<file path="config.mk">
export PLATFORM = sky130hd
export DESIGN_NAME = counter_irq_ctrl
export DESIGN_NICKNAME = d
export VERILOG_FILES = /design/src/rtl/counter_irq_ctrl.sv
export SDC_FILE = /design/constraint.sdc
export NUM_CORES = 1
export LEC_CHECK = 0
export ABC_AREA = 1
export CAP_MARGIN = 20
export CORE_MARGIN = 3
export CORE_UTILIZATION = 40
export CTS_BUF_LIST = sky130_fd_sc_hd__clkbuf_16
export DETAILED_ROUTE_END_ITERATION = 16
export MAX_ROUTING_LAYER = met4
export PLACE_DENSITY = 0.79
export SYNTH_ARGS = -nofsm -noshare
export SYNTH_HDL_FRONTEND = slang
export SYNTH_SLANG_ARGS = --single-unit
</file>
<file path="constraint.sdc">
create_clock -name clk -period 1.52 [get_ports clk]
set_input_delay 0.38 -clock clk [delete_from_list [all_inputs] [get_ports clk]]
set_output_delay 0.38 -clock clk [all_outputs]
set_load 0.005 [all_outputs]
</file>
<file path="src/rtl/counter_irq_ctrl.sv">
// rtl/counter_irq_ctrl.sv - counter stop-value interrupt with 4-phase req/ack and miss counting
// Define COUNTER_IRQ_LEVEL_EN for level-triggered events (default: rising-edge of the reach flag).
`ifndef DATA_WIDTH
`define DATA_WIDTH 8
`endif

module counter_irq_ctrl #(
  parameter int DATA_WIDTH = `DATA_WIDTH,
  parameter int MISS_WIDTH = 4
) (
  input  logic                  clk,
  input  logic                  rst_n,
  input  logic [DATA_WIDTH-1:0] counter_result,
  input  logic [DATA_WIDTH-1:0] counter_addition,
  input  logic                  irq_en,
  input  logic                  irq_ack,
  input  logic                  miss_clr,
  output logic                  irq_req,
  output logic [DATA_WIDTH-1:0] irq_vector,
  output logic [MISS_WIDTH-1:0] miss_count,
  output logic                  irq_busy
);

  typedef enum logic [1:0] {IDLE, REQ, HOLD} state_e;

  localparam logic [DATA_WIDTH-2:0] EXPORT_TAG = {{(DATA_WIDTH-2){1'b0}}, 1'b1};

  state_e                  state_q, state_d;
  logic [DATA_WIDTH-1:0]   vector_q, vector_d;
  logic [MISS_WIDTH-1:0]   miss_q, miss_d;
  logic                    export_valid;
  logic                    flag;
  logic                    evt;
  logic                    miss_evt;

  assign export_valid = (counter_addition[DATA_WIDTH-1:1] == EXPORT_TAG);
  assign flag         = counter_addition[0];

`ifdef COUNTER_IRQ_LEVEL_EN
  assign evt = export_valid && flag;
`else
  logic last_flag_q;

  // last_flag only tracks valid samples so invalid cycles cannot fake an edge.
  always_ff @(posedge clk or negedge rst_n) begin
    if (!rst_n) begin
      last_flag_q <= 1'b0;
    end else if (export_valid) begin
      last_flag_q <= flag;
    end
  end

  assign evt = export_valid && flag && !last_flag_q;
`endif

  assign miss_evt = evt && (state_q != IDLE);

  always_comb begin
    miss_d = miss_q;
    if (miss_clr) begin
      miss_d = miss_evt ? {{(MISS_WIDTH-1){1'b0}}, 1'b1} : '0;
    end else if (miss_evt && (miss_q != '1)) begin
      miss_d = miss_q + 1'b1;
    end
  end

  always_comb begin
    state_d  = state_q;
    vector_d = vector_q;
    case (state_q)
      IDLE: begin
        if (evt && irq_en) begin
          state_d  = REQ;
          vector_d = counter_result;
        end
      end
      REQ: begin
        // Ack takes priority over a concurrent disable.
        if (irq_ack) begin
          state_d = HOLD;
        end else if (!irq_en) begin
          state_d = IDLE;
        end
      end
      HOLD: begin
        if (!irq_ack) begin
          state_d = IDLE;
        end
      end
      default: state_d = IDLE;
    endcase
  end

  always_ff @(posedge clk or negedge rst_n) begin
    if (!rst_n) begin
      state_q  <= IDLE;
      vector_q <= '0;
      miss_q   <= '0;
    end else begin
      state_q  <= state_d;
      vector_q <= vector_d;
      miss_q   <= miss_d;
    end
  end

  assign irq_req    = (state_q == REQ);
  assign irq_busy   = (state_q != IDLE);
  assign irq_vector = vector_q;
  assign miss_count = miss_q;

endmodule
</file>
---- Yosys cells after proc, flatten, opt, wreduce, memory -nomap -nowiden ----
Cells that the tools add are included.
storage, ports and cells
  bits of input ports ..................... 21
  logic and storage cells ................. 31
  output and inout port bits .............. 14
  flip-flop bits (word level) ............. 15
cells by class
  muxes and demuxes ....................... 8
  $add $sub $neg .......................... 1
  reductions and logical operators ........ 11
  eq/ne operators ......................... 7
operator list
  cell                                            number
  two-way mux 2 bit                               4
  two-way mux 4 bit                               2
  == test 7 x 1 -> 1 bit (second input constant)  1
  one-hot mux 2 bit (3 select lines)              1
  logical AND 1 bit                               5
  adder 4 x 1 -> 4 bit (second input constant)    1
  inequality test 2 bit (second input constant)   2
  inequality test 4 bit (second input constant)   1
  nonzero test 2 bit                              2
  inequality test 3 bit (second input constant)   1
  AND reduction 3 bit                             1
  == test 2 x 1 -> 1 bit (second input constant)  1
  == test 2 bit (second input constant)           1
  logical NOT 2 bit                               1
  AND reduction 2 bit                             1
  logical NOT 1 bit                               1
  two-way mux 1 bit                               1

---- Logic depth before layout (Yosys ltp) ----
  depth in word-level cells ............... 7
  mapped depth ............................ 9
  depth with buffers taken out ............ 9

---- Worst setup path before layout ----
Ideal clock, no wire load.
  kind .................................... input-to-reg
  start ................................... in counter_addition[2]
  end ..................................... reg vector_q[0] (netlist: irq_vector[0])
  library setup time ...................... 0.065 ns
  cell stages on the path ................. 9
  path slack .............................. 0.283 ns
  path buffers ............................ 0
  arrival time ............................ 1.172 ns
  required time ........................... 1.455 ns
  path through ............................ inv_1 > nand2_1 > nor2_2 > nand2_2 > nor2_4 > nand2_2 > nor3_4 > nand2_1 > nand2_1
on the way
  cells in the longest elaborated chain, start to end .. 5
RTL lines
  item                                  RTL line  text
  from (decl)                           14        input logic [DATA_WIDTH-1:0] counter_addition,
  == test 7 x 1 -> 1 bit                36        assign export_valid = (counter_addition[DATA_WIDTH-1:1] == EXPORT_TAG);
  logical AND 1 bit (2 in a row)        53        assign evt = export_valid && flag && !last_flag_q;
  logical AND 1 bit                     72        if (evt && irq_en) begin
  AND reduction 2 bit (no source line)  -
  to (signal assigned)                  101       vector_q <= vector_d;
  to (decl)                             29        logic [DATA_WIDTH-1:0] vector_q, vector_d;
Every way passes these cells.
A chain may end at the register's enable or synchronous reset.

---- Worst setup path in the final report ----
  start ................................... reg miss_q[1] (netlist: miss_count[1])
  end ..................................... out miss_count[1]
RTL lines
  item                    RTL line  text
  from (decl)             30        logic [MISS_WIDTH-1:0] miss_q, miss_d;
  from (signal assigned)  102       miss_q <= miss_d;
  to (decl)               20        output logic [MISS_WIDTH-1:0] miss_count,
No word-level cell between the ends.

==> out/qor.yml <==
power_frac_clock_pct: 47.4
die_area_sq_um: 2500
grt_max_degree: 16
peakVddDrop_mv: 0.684
drt-vias-per-instance: 4.92
area_delta_synth_final_pct: 79.7
drt_iter0_drc: 27
skew_ps: 5.08
synth_edf_count: 0
syn_area_sq_um: 776
drtPass1Iterations: 4
endpoint_kind: "output port"
synth_most_common_cell: "nand2_1"
place_inst: 163
synth_cells: 100
drt_wl_total_um: 2290
yosys_warnings: 0
gp_congestion: 0.795
ios: 35
drive_gt1_share_pct: 21.4
syn_avg_cell_area_sq_um: 7.76
fin_crit_ps: 1500
synthDistinctLibCells: 18
cts_inserted_buffers: 3
path_class: "register to output port"
startpoint_type: "register"
worstPathArrival_ps: 1120
dp_hpwl_um: 1570
synth_top_cell_area_share_pct: 48.4
p_seq_share_pct: 39.4
fin_area_sq_um: 1390
grt_util_all_layers_pct: 20.7
synth_common_cells: "nand2_1 (39), dfrtp_1 (15), inv_1 (13), nand3_1 (9), nor2_1 (8)"
multi_input_comb_area_sq_um: 377
fin_cells: 179
grt_pass1_wl_um: 3780
n_antenna_cell: 0
hold_violations: 0
die_x_um: 50.0
nets: 177
path_delay_family: "buffers and inverters"
wire_per_inst_um: 12.8
cts_tree: "built"
place_ws_ps: -311
swShare_pct: 20.9
setup_viol_count_final: 0
post_dp_cell_area_sq_um: 1180
synth_top_cell_by_area: "dfrtp_1"
htree_levels: 1
pwr_density_cell_nw_per_um2: 759
fmaxAchievable_mhz: 667
portBuffers: 34
comb_power_share_pct: 13.2
clk_pin_slew_ps: 50
cts_sinks: 15
switching_power_uw: 221
nFillCells: 124
grt_pass1_vias: 859
path_cells: "clkdlybuf4s50_1"
ctsLongestPathBuffers: 2
drv_slew: 0
worst_ep_required_time_ps: 1140
critPathMaxStageDelay_ps: 510
worstHoldPathType: "primary input to asynchronous set/reset pin"
clk_latency_ps: 250
die_h_um: 50.0
synth.area.top_cells: "dfrtp_1 (48%), nand2_1 (19%), inv_1 (6.3%)"
relSlewSlack_pct: 81.0
cp_max_fo: 2
crit_buf_inv: 1
fin_ws_ps: 21.8
power.leakage_uw: 0.000843
gr-total-overflow: 0
core_sq_um: 1780
yosys_register_bits: 15
start_util_pct: 43.5
synthArstFlopShare_pct: 100
ant_nets: 0
route.vias.total: 880
p_int_uw: 836
grt_antenna_before_repair: 0
yosys_most_used_dff: "dfrtp_1"
drv_cap: 0
tightest_slew_ps: 285
yosysSeqAreaShare_pct: 48.4
syn_nets: 122
status: "finished clean"
core.rowCount: 15
root_buffer: "clkbuf_16"
seqCellArea_sq_um: 375
drc: 0
fin_crit_sh_pct: 98.6
slowest_stage: "clkdlybuf4s50_1"
==> placed cells by master, fill, tap and decap left out, types with 3 or more instances in the layout <==
master and n:
nand2_1 36, clkdlybuf4s50_1 19, dfrtp_1 15, buf_4 13, inv_1 12, nand3_1 9
nor2_1 8, dlygate4sd2_1 8, dlymetal6s2s_1 7, nand2_2 5, inv_2 3, nand4_1 3
clkbuf_16 3, buf_6 3
==> final cells by class <==
type | count | area share, %
Sequential cell | 15 | 26.9
Tap cell | 25 | 2.24
Clock buffer | 3 | 5.39
Timing Repair Buffer | 50 | 34.4
Multi-Input combinational cell | 71 | 27.0
Clock inverter | 1 | 0.269
Inverter | 14 | 3.77
==> worst paths after layout <==
kind,slack [ps],cells after the start,startpoint,endpoint
setup reg to reg,60,9,miss_count[1],miss_count[3]
setup / recovery,20,1,miss_count[1],miss_count[1]
hold reg to reg,440,1,state_q[0],state_q[1]
max in group asynchronous,890,2,rst_n,state_q[1]
min in group clk,440,1,state_q[0],state_q[1]
hold / removal,440,2,rst_n,miss_count[2]
==> sequential cells by signal (all words and copies together), names as in the netlist <==
name         count
last_flag_q      1
state_q          2
irq_vector       8
miss_count       4
==> kinds of logic (layout without fill, tap and decap cells) <==
kind of cell	Yosys count	in the layout	share of synthesized area (%)
AOI/OAI and AO/OA	3	3	2.74
DFF	15	15	48.4
xor gates and xnor gates	1	1	1.13
and+or+nand+nor	66	66	39.4
buffers and inverters	14	68	6.77
adders and majority gates	1	1	1.61
==> worst reg2reg max path: cells and delay by family (launching register included) <==
kind,cells,cell delay [ps]
simple gates,6,700
fa+ha+maj,1,150
flops,1,390
buf+inv,2,170
==> metal layers <==
| metal | vias up | global-route usage [%] | routed length, um |
|---|---|---|---|
| met5 | - | - | 0 |
| met4 | 0 | 6.91 | 33 |
| met3 | 5 | 6.04 | 189 |
| met2 | 43 | 34.3 | 1160 |
| met1 | 412 | 23.6 | 906 |
| li1 | 420 | - | - |
==> repair_timing <==
item / CTS / global route
hold endpoints to repair: 0 / 0
cloned: 0 / 0
hold buffers: 0 / 0
setup endpoints to repair: 18 / 17
gates resized for setup: 11 / 15
pin swaps: 6 / 5
buffers inserted: 10 / 2
==> power groups by stage <==
stage	sequential [uW]	clock, uW	combinational [uW]
after floorplan	424	0	35.5
final	416	502	140
after detailed placement	424	0	123
after CTS	416	509	132
after global routing	417	528	153
after global placement	424	0	119
==> stage by stage <==
step | setup TNS [ps] | total power [uW] | util [%] | hold slack, ps
floorplan | 0 | 459 | - | 84.4
global placement | -3030 | 542 | 66.0 | 419
detailed placement | -3490 | 547 | 66.0 | 434
CTS | 0 | 1060 | 74.7 | 440
global route | -35.8 | 1100 | 78.2 | 476
finish | 0 | 1060 | 78.2 | 444
Note: power is estimated with default switching activity, not from simulation.
